<file path="src/rtl/button_mode_sequencer.sv">
// ---------------------------------------------------------------------------
// button_mode_sequencer
//
// Front-end controller for the 8-bit LED leg pattern engine. It conditions
// the raw active-low push button (2-FF synchroniser plus debounce), groups
// presses into a gesture by hold time and click count, and issues one
// registered pattern-mode command per gesture. It also produces the common
// step tick that advances the active pattern.
//
// Ports
//   pclk       in   1  system clock, all logic on the rising edge
//   rst_n      in   1  synchronous reset, active-low
//   button     in   1  raw asynchronous button, 0 = pressed
//   mode       out  3  0 ALL_ON, 1 SHL, 2 SHR, 3 CONVERGE, 4 DIVERGE
//   mode_load  out  1  single-cycle pulse, engine reloads its pattern seed
//   step_tick  out  1  single-cycle pulse every STEP_CYC cycles
//   busy       out  1  high while a gesture is being captured
// ---------------------------------------------------------------------------
module button_mode_sequencer #(
    parameter int CNT_W        = 32,
    parameter int DEBOUNCE_CYC = 500000,
    parameter int SHORT_CYC    = 100000000,
    parameter int LONG_CYC     = 250000000,
    parameter int GAP_CYC      = 25000000,
    parameter int STEP_CYC     = 33554432
) (
    input  logic       pclk,
    input  logic       rst_n,
    input  logic       button,
    output logic [2:0] mode,
    output logic       mode_load,
    output logic       step_tick,
    output logic       busy
);

    localparam logic [CNT_W-1:0] DEB_LAST  = CNT_W'(DEBOUNCE_CYC - 1);
    localparam logic [CNT_W-1:0] GAP_LAST  = CNT_W'(GAP_CYC - 1);
    localparam logic [CNT_W-1:0] STEP_LAST = CNT_W'(STEP_CYC - 1);
    localparam logic [CNT_W-1:0] SHORT_T   = CNT_W'(SHORT_CYC);
    localparam logic [CNT_W-1:0] LONG_T    = CNT_W'(LONG_CYC);

    localparam logic [2:0] MODE_ALL_ON   = 3'd0;
    localparam logic [2:0] MODE_SHL      = 3'd1;
    localparam logic [2:0] MODE_SHR      = 3'd2;
    localparam logic [2:0] MODE_CONVERGE = 3'd3;
    localparam logic [2:0] MODE_DIVERGE  = 3'd4;

    typedef enum logic [1:0] {
        IDLE   = 2'd0,
        PRESS  = 2'd1,
        GAP    = 2'd2,
        DECIDE = 2'd3
    } state_t;

    logic [1:0]       sync_q;
    logic             btn_db;
    logic [CNT_W-1:0] db_cnt;

    state_t           state, state_next;
    logic [CNT_W-1:0] hold_cnt, hold_next;
    logic [CNT_W-1:0] gap_cnt, gap_next;
    logic [1:0]       click_cnt, click_next;
    logic [CNT_W-1:0] first_hold, first_next;
    logic [2:0]       mode_q, mode_next, decoded;
    logic             load_q, load_next;
    logic [CNT_W-1:0] step_cnt;

    // Synchroniser and debouncer. Both rest at 1 (released). The debounced
    // level only follows btn_s after it has disagreed for DEBOUNCE_CYC
    // consecutive cycles; any agreement restarts the count.
    always_ff @(posedge pclk) begin
        if (!rst_n) begin
            sync_q <= 2'b11;
            btn_db <= 1'b1;
            db_cnt <= '0;
        end else begin
            sync_q <= {sync_q[0], button};
            if (sync_q[1] != btn_db) begin
                if (db_cnt == DEB_LAST) begin
                    btn_db <= sync_q[1];
                    db_cnt <= '0;
                end else begin
                    db_cnt <= db_cnt + 1'b1;
                end
            end else begin
                db_cnt <= '0;
            end
        end
    end

    // Gesture FSM state and datapath registers.
    always_ff @(posedge pclk) begin
        if (!rst_n) begin
            state      <= IDLE;
            hold_cnt   <= '0;
            gap_cnt    <= '0;
            click_cnt  <= 2'd0;
            first_hold <= '0;
            mode_q     <= MODE_CONVERGE;
            load_q     <= 1'b0;
        end else begin
            state      <= state_next;
            hold_cnt   <= hold_next;
            gap_cnt    <= gap_next;
            click_cnt  <= click_next;
            first_hold <= first_next;
            mode_q     <= mode_next;
            load_q     <= load_next;
        end
    end

    // Only the first click's hold time selects among the shift modes;
    // extra clicks pick converge/diverge regardless of their hold.
    always_comb begin
        decoded = MODE_ALL_ON;
        case (click_cnt)
            2'd2:    decoded = MODE_CONVERGE;
            2'd3:    decoded = MODE_DIVERGE;
            default: begin
                if (first_hold >= LONG_T)
                    decoded = MODE_SHR;
                else if (first_hold >= SHORT_T)
                    decoded = MODE_SHL;
                else
                    decoded = MODE_ALL_ON;
            end
        endcase
    end

    // Next-state logic. In GAP the timeout is tested first so a press that
    // lands on the last gap cycle is ignored. mode and mode_load are
    // registered on the GAP->DECIDE edge so both appear in the DECIDE cycle.
    always_comb begin
        state_next = state;
        hold_next  = hold_cnt;
        gap_next   = gap_cnt;
        click_next = click_cnt;
        first_next = first_hold;
        mode_next  = mode_q;
        load_next  = 1'b0;
        case (state)
            IDLE: begin
                if (!btn_db) begin
                    state_next = PRESS;
                    hold_next  = '0;
                    click_next = 2'd1;
                end
            end
            PRESS: begin
                if (btn_db) begin
                    if (click_cnt == 2'd1)
                        first_next = hold_cnt;
                    gap_next   = '0;
                    state_next = GAP;
                end else if (hold_cnt != {CNT_W{1'b1}}) begin
                    hold_next = hold_cnt + 1'b1;
                end
            end
            GAP: begin
                if (gap_cnt == GAP_LAST) begin
                    state_next = DECIDE;
                    load_next  = 1'b1;
                    mode_next  = decoded;
                end else begin
                    gap_next = gap_cnt + 1'b1;
                    if (!btn_db) begin
                        state_next = PRESS;
                        hold_next  = '0;
                        if (click_cnt != 2'd3)
                            click_next = click_cnt + 2'd1;
                    end
                end
            end
            DECIDE: begin
                state_next = IDLE;
            end
            default: begin
                state_next = IDLE;
            end
        endcase
    end

    // Step counter restarts on a mode load so the new pattern gets a full
    // period before its first step.
    always_ff @(posedge pclk) begin
        if (!rst_n)
            step_cnt <= '0;
        else if (load_q || step_cnt == STEP_LAST)
            step_cnt <= '0;
        else
            step_cnt <= step_cnt + 1'b1;
    end

    assign step_tick = (step_cnt == STEP_LAST) && !load_q;
    assign mode      = mode_q;
    assign mode_load = load_q;
    assign busy      = (state != IDLE);

endmodule

</file>
<file path="config.mk">
export PLATFORM = sky130hd
export DESIGN_NAME = button_mode_sequencer
export DESIGN_NICKNAME = d
export VERILOG_FILES = /design/src/rtl/button_mode_sequencer.sv
export SDC_FILE = /design/constraint.sdc
export NUM_CORES = 1
export LEC_CHECK = 0
export BUFFER_PORTS_ARGS = -buffer_cell sky130_fd_sc_hd__clkbuf_2
export CORE_ASPECT_RATIO = 1.5
export CORE_MARGIN = 1
export CORE_UTILIZATION = 50
export DETAILED_ROUTE_END_ITERATION = 10
export GPL_ROUTABILITY_DRIVEN = 0
export GPL_TIMING_DRIVEN = 0
export PLACE_DENSITY = 0.66
export SLEW_MARGIN = 0
export SYNTH_ARGS = -nofsm -noshare
export SYNTH_HDL_FRONTEND = slang
export SYNTH_SLANG_ARGS = --single-unit
</file>
<file path="constraint.sdc">
create_clock -name pclk -period 2.9 [get_ports pclk]
set_input_delay 0.58 -clock pclk [delete_from_list [all_inputs] [get_ports pclk]]
set_output_delay 0.58 -clock pclk [all_outputs]
set_load 0.05 [all_outputs]
</file>
==> results of run 1 <==
critical path, cell delays in order (launching register included):
cell      delay, ns
dfxtp_1        0.40
and4_1         0.32
nand3_2        0.17
nor2_4         0.16
nand2_1        0.12
nor3_2         0.24
clkbuf_4       0.28
cells in the mapped netlist, types with 13 or more instances:
| library cell | number |
|---|---|
| nand2_1 | 107 |
| nand4_1 | 52 |
| nor3_1 | 13 |
| nor2_1 | 135 |
| and3_1 | 30 |
| xor2_1 | 79 |
| nand3_1 | 49 |
| clkbuf_1 | 27 |
| a21boi_0 | 27 |
| xnor2_1 | 27 |
| dfxtp_1 | 164 |
| a21oi_1 | 26 |
kinds of logic after synthesis:
kind of cell / after synthesis / share of synthesized area, %
xor gates and xnor gates: 106 / 12.2
muxes: 3 / 0.395
and+or+nand+nor: 470 / 31.4
AOI/OAI and AO/OA: 101 / 9.04
buffers and inverters: 50 / 2.72
adders and majority gates: 6 / 0.988
DFF: 164 / 43.2
power groups by stage:
stage	Clock (mW)	Sequential, mW	Combinational, mW
floorplan	0	2.31	0.0441
global placement	0	2.31	0.0630
detailed placement	0	2.31	0.0634
CTS	2.50	2.26	0.0635
global route	2.58	2.26	0.0700
finish	2.47	2.26	0.0622
metal layers:
| metal | GRT usage, % | routed length (microns) |
|---|---|---|
| met2 | 39.0 | 8320 |
| met3 | 3.93 | 286 |
| met4 | 8.10 | 255 |
| met1 | 26.6 | 7280 |
| met5 | 0 | 0 |
registers in the layout, summed over array words and instances (netlist names):
name,flops
first_hold,25
state,2
mode,3
hold_cnt,32
mode_load,1
step_cnt,32
sync_q,2
db_cnt,32
btn_db,1
click_cnt,2
gap_cnt,32
cell usage in the layout, fill, tap and decap left out, types with 10 or more instances in the layout:
cell type,Yosys,layout
clkbuf_1,27,29
nor3_1,13,12
and2_1,12,12
xnor2_1,27,27
nor2_1,135,135
buf_2,12,12
clkbuf_16,0,17
a21boi_0,27,27
nand3_1,49,48
and3_1,30,30
dfxtp_1,164,164
nand2_1,107,107
a21oi_1,26,26
xor2_1,79,79
o21ai_0,12,12
nor4b_1,10,10
nand4_1,52,52
what timing repair did:
item                                    CTS  global route
buffers inserted                          1             0
hold buffers                              0             0
gates resized for setup                   4             2
hold endpoints to repair                  0             0
endpoints found under the setup margin    1             1
pin swaps                                 1             0
worst paths after layout:
| check | from | end | slack (ns) | cells past startpoint |
|---|---|---|---|---|
| max reg2reg | gap_cnt[8] | hold_cnt[19] | 0.44 | 8 |
| max | step_cnt[2] | step_tick | 0.20 | 6 |
| min | button | sync_q[0] | 0.36 | 2 |
| min reg2reg | sync_q[0] | sync_q[1] | 0.43 | 1 |
layout make-up:
| type | instances | share of cell area [%] |
|---|---|---|
| multi-input cells | 686 | 48.3 |
| flip-flops and latches | 164 | 38.4 |
| clock buffers | 20 | 5.22 |
| well taps | 196 | 2.87 |
| clock inverters | 12 | 2.34 |
| plain buffers | 41 | 2.02 |
| repair buffers | 8 | 0.526 |
| inverters | 9 | 0.395 |
==> qor.yml, run 1 <==
fp.coreArea_sq_um: 14700
track_usage_pct: 22.3
viasPerCell: 5.38
nets: 936
slew_headroom_pct: 48.3
ys.flop_type: "dfxtp_1"
critPathMaxFanout: 5
grt_pass1_wl_mm: 27.7
dpl.hpwl_mm: 11.4
die_x_microns: 103
synthTopCellsByArea: "dfxtp_1 43%, xor2_1 9.1%, nor2_1 6.7%"
finalHoldViolations: 0
pwr-share-clk_pct: 51.5
power_leakage_nw: 2.95
netSwitchingFraction_pct: 20.1
fmax_mhz: 371
clockBufferDepth: 2
ys_warn_count: 0
h-tree-depth: 4
port_buffers: 7
area_growth_pct: 12.6
netlist.top_cell.by_area: "dfxtp_1"
drt.antenna.violating_nets: 0
cts_buffers: 17
clk_pin_slew_worst_paths_ns: 0.06
avgRoutedWirePerCell_microns: 14.2
period_share_pct: 93.0
antenna_found_initial: 0
synthDistinctLibCells: 60
dpl_worst_slack_ns: 0.175
hold_class: "input pin to flip-flop"
startpoint_type: "flip-flop"
ys_seq_area_share_pct: 43.2
grt-ovfl-total: 0
drt_pass1_iterations: 5
worstSkewPairLatency_ns: 0.42
placed_cells: 1103
cts-root-buf: "clkbuf_16"
min_period_ns: 2.70
yosys.area.top_type_share_pct: 43.2
dpl_cell_area_sq_um: 7880
async_flop_share_pct: 0
critPathKind: "flip-flop to primary output"
design_area_sq_um: 8560
cts_num_sinks: 164
crit_required_ns: 2.32
combinationalPowerShare_pct: 1.3
postSynthAreaPerCell_sq_um: 8.44
tightestPinTransition_ns: 0.771
worst_ir_drop_vdd_mv: 0.360
pwr-share-seq_pct: 47.2
power.density_nw_per_um2: 560
finalWorstSetupSlack_ns: 0.202
fillers: 1405
maxCapViolCount: 0
grt_pass1_vias: 5979
final_util_pct: 58.1
die-area_sq_um: 15700
pin_count: 9
synth-edff-count: 0
worstSetupEndpointType: "primary output"
switching_power_uw: 962
clock_skew_ns: 0.00959
setup_viol: 0
layout.cells.non_filler: 1136
syn-instance-count: 900
final.setup.tns_ns: 0
grt_setup_unrepaired: "no"
multiInputGateArea_sq_um: 4130
diodes: 0
regArea_sq_um: 3280
cts_tree: "yes"
initial_core_util_pct: 51.6
p_int_mw: 3.83
first_iter_violations: 186
worstPathArrival_ns: 2.12
die_h_microns: 153
drc: 0
ys_seq_elements: 164
grt_max_degree: 17
synthesis.nets: 909
row_count: 54
drt-total-wl_mm: 16.1
post_route_cells_drive_above_1_share_pct: 7.45
status: "completed"
synth_area_sq_um: 7600
vias: 6108
drv_slew: 0
power.total_mw: 4.79
fin_hold_ws_ns: 0.365
(Power assumes the default switching activity.)
==> inputs of run 2 (changes only) <==
--- a/config.mk
+++ b/config.mk
@@ -13,6 +13,8 @@
 export GPL_ROUTABILITY_DRIVEN = 0
 export GPL_TIMING_DRIVEN = 0
 export PLACE_DENSITY = 0.66
+export RECOVER_POWER = 100
+export SETUP_SLACK_MARGIN = 0.3
 export SLEW_MARGIN = 0
 export SYNTH_ARGS = -nofsm -noshare
 export SYNTH_HDL_FRONTEND = slang
==> qor.yml, run 2 (synthesized netlist as in run 1, its figures left out) <==
status: "completed"
clockBufferDepth: 2
grt-ovfl-total: 0
min_period_ns: 2.62
grt_pass1_vias: 5834
drt-total-wl_mm: 16.1
crit_required_ns: 2.32
initial_core_util_pct: 51.6
h-tree-depth: 4
clk_pin_slew_worst_paths_ns: 0.07
worst_ir_drop_vdd_mv: 0.428
worstSkewPairLatency_ns: 0.42
cts-root-buf: "clkbuf_16"
cts_num_sinks: 164
slew_headroom_pct: 33.7
power.total_mw: 4.61
die_h_microns: 153
clock_skew_ns: 0.0127
drc: 0
power_leakage_nw: 2.90
critPathMaxFanout: 5
avgRoutedWirePerCell_microns: 14.1
setup_viol: 0
post_route_cells_drive_above_1_share_pct: 6.80
vias: 6188
layout.cells.non_filler: 1137
fp.coreArea_sq_um: 14700
fmax_mhz: 382
maxCapViolCount: 0
holdBufCountCts: 0
diodes: 0
startpoint_type: "flip-flop"
hold_class: "input pin to flip-flop"
tightestPinTransition_ns: 0.987
drt_pass1_iterations: 5
design_area_sq_um: 8510
layout_common_cells: "161 x dfxtp_1, 136 x nor2_1, 107 x nand2_1"
port_buffers: 7
first_iter_violations: 331
cts_tree: "yes"
power.density_nw_per_um2: 542
finalHoldViolations: 0
die-area_sq_um: 15700
finalWorstSetupSlack_ns: 0.285
placed_cells: 1103
worstSetupEndpointType: "primary output"
fillers: 1395
critPathKind: "flip-flop to primary output"
final_util_pct: 57.8
final.setup.tns_ns: 0
area_growth_pct: 12.0
viasPerCell: 5.44
grt_pass1_wl_mm: 27.0
row_count: 54
dpl.hpwl_mm: 11.4
cts_buffers: 17
grt_max_degree: 17
nets: 937
pin_count: 9
die_x_microns: 103
dpl_worst_slack_ns: 0.408
fin_hold_ws_ns: 0.376
drv_slew: 0
final_common_cell: "dfxtp_1"
track_usage_pct: 21.6
period_share_pct: 90.2
worstPathArrival_ns: 2.04
dpl_cell_area_sq_um: 7890
grt_setup_unrepaired: "no"
drt.antenna.violating_nets: 0
antenna_found_initial: 0
-- run 2: changes by cell type in the layout (fill, tap and decap cells not counted), sizes merged --
cell and change:
buf -4, bufinv -3, clkbuf +3, clkinv +3
inv +2
-- run 2: repair_timing --
| item | CTS | global route |
|---|---|---|
| buffers inserted | 2 | 0 |
| resized for setup | 6 | 7 |
| pin swaps | 1 | 0 |
| hold endpoints to repair | 0 | 0 |
| setup endpoints to repair | 1 | 5 |
-- run 2: worst paths after layout --
check | start | end | slack, ns | depth (start not counted)
worst max-delay path | step_cnt[2] | step_tick | 0.28 | 6
worst min-delay path | button | sync_q[0] | 0.38 | 2
worst max register to register | db_cnt[4] | db_cnt[31] | 0.37 | 6
worst min register to register | sync_q[0] | sync_q[1] | 0.45 | 1
-- run 2: cell type report --
| type | count | area (sq um) | share of cell area, % |
|---|---|---|---|
| plain buffers | 41 | 166 | 1.96 |
| clock buffers | 18 | 439 | 5.16 |
| clock inverters | 14 | 169 | 1.98 |
| inverters | 9 | 33.8 | 0.397 |
| multi-input cells | 686 | 4120 | 48.4 |
| flip-flops and latches | 164 | 3290 | 38.6 |
| well taps | 196 | 245 | 2.88 |
| repair buffers | 9 | 52.6 | 0.617 |
-- run 2: power by group --
group | leakage, nW | switching (mW) | internal, mW
Clock | 0.287 | 0.977 | 1.31
Sequential | 1.32 | 0.00377 | 2.26
Combinational | 1.29 | 0.0446 | 0.0178
Total | 2.90 | 1.03 | 3.59
-- run 2: critical path, stage by stage, from the launching register on --
cell and delay, ns:
dfxtp_2 0.37, and4_4 0.27, nand3_1 0.16, nor2_1 0.25
nand2_1 0.15, nor3_2 0.20, clkbuf_8 0.21
-- run 2: layer usage --
| layer | vias to the layer above | routed length [microns] | GRT usage [%] | share of wire, % |
|---|---|---|---|---|
| met3 | 15 | 440 | 4.39 | 2.7 |
| met1 | 2890 | 7210 | 25.1 | 45 |
| li1 | 3187 | - | - | - |
| met2 | 96 | 8250 | 38.9 | 51 |
| met5 | - | 0 | 0 | 0 |
| met4 | 0 | 180 | 6.26 | 1.1 |
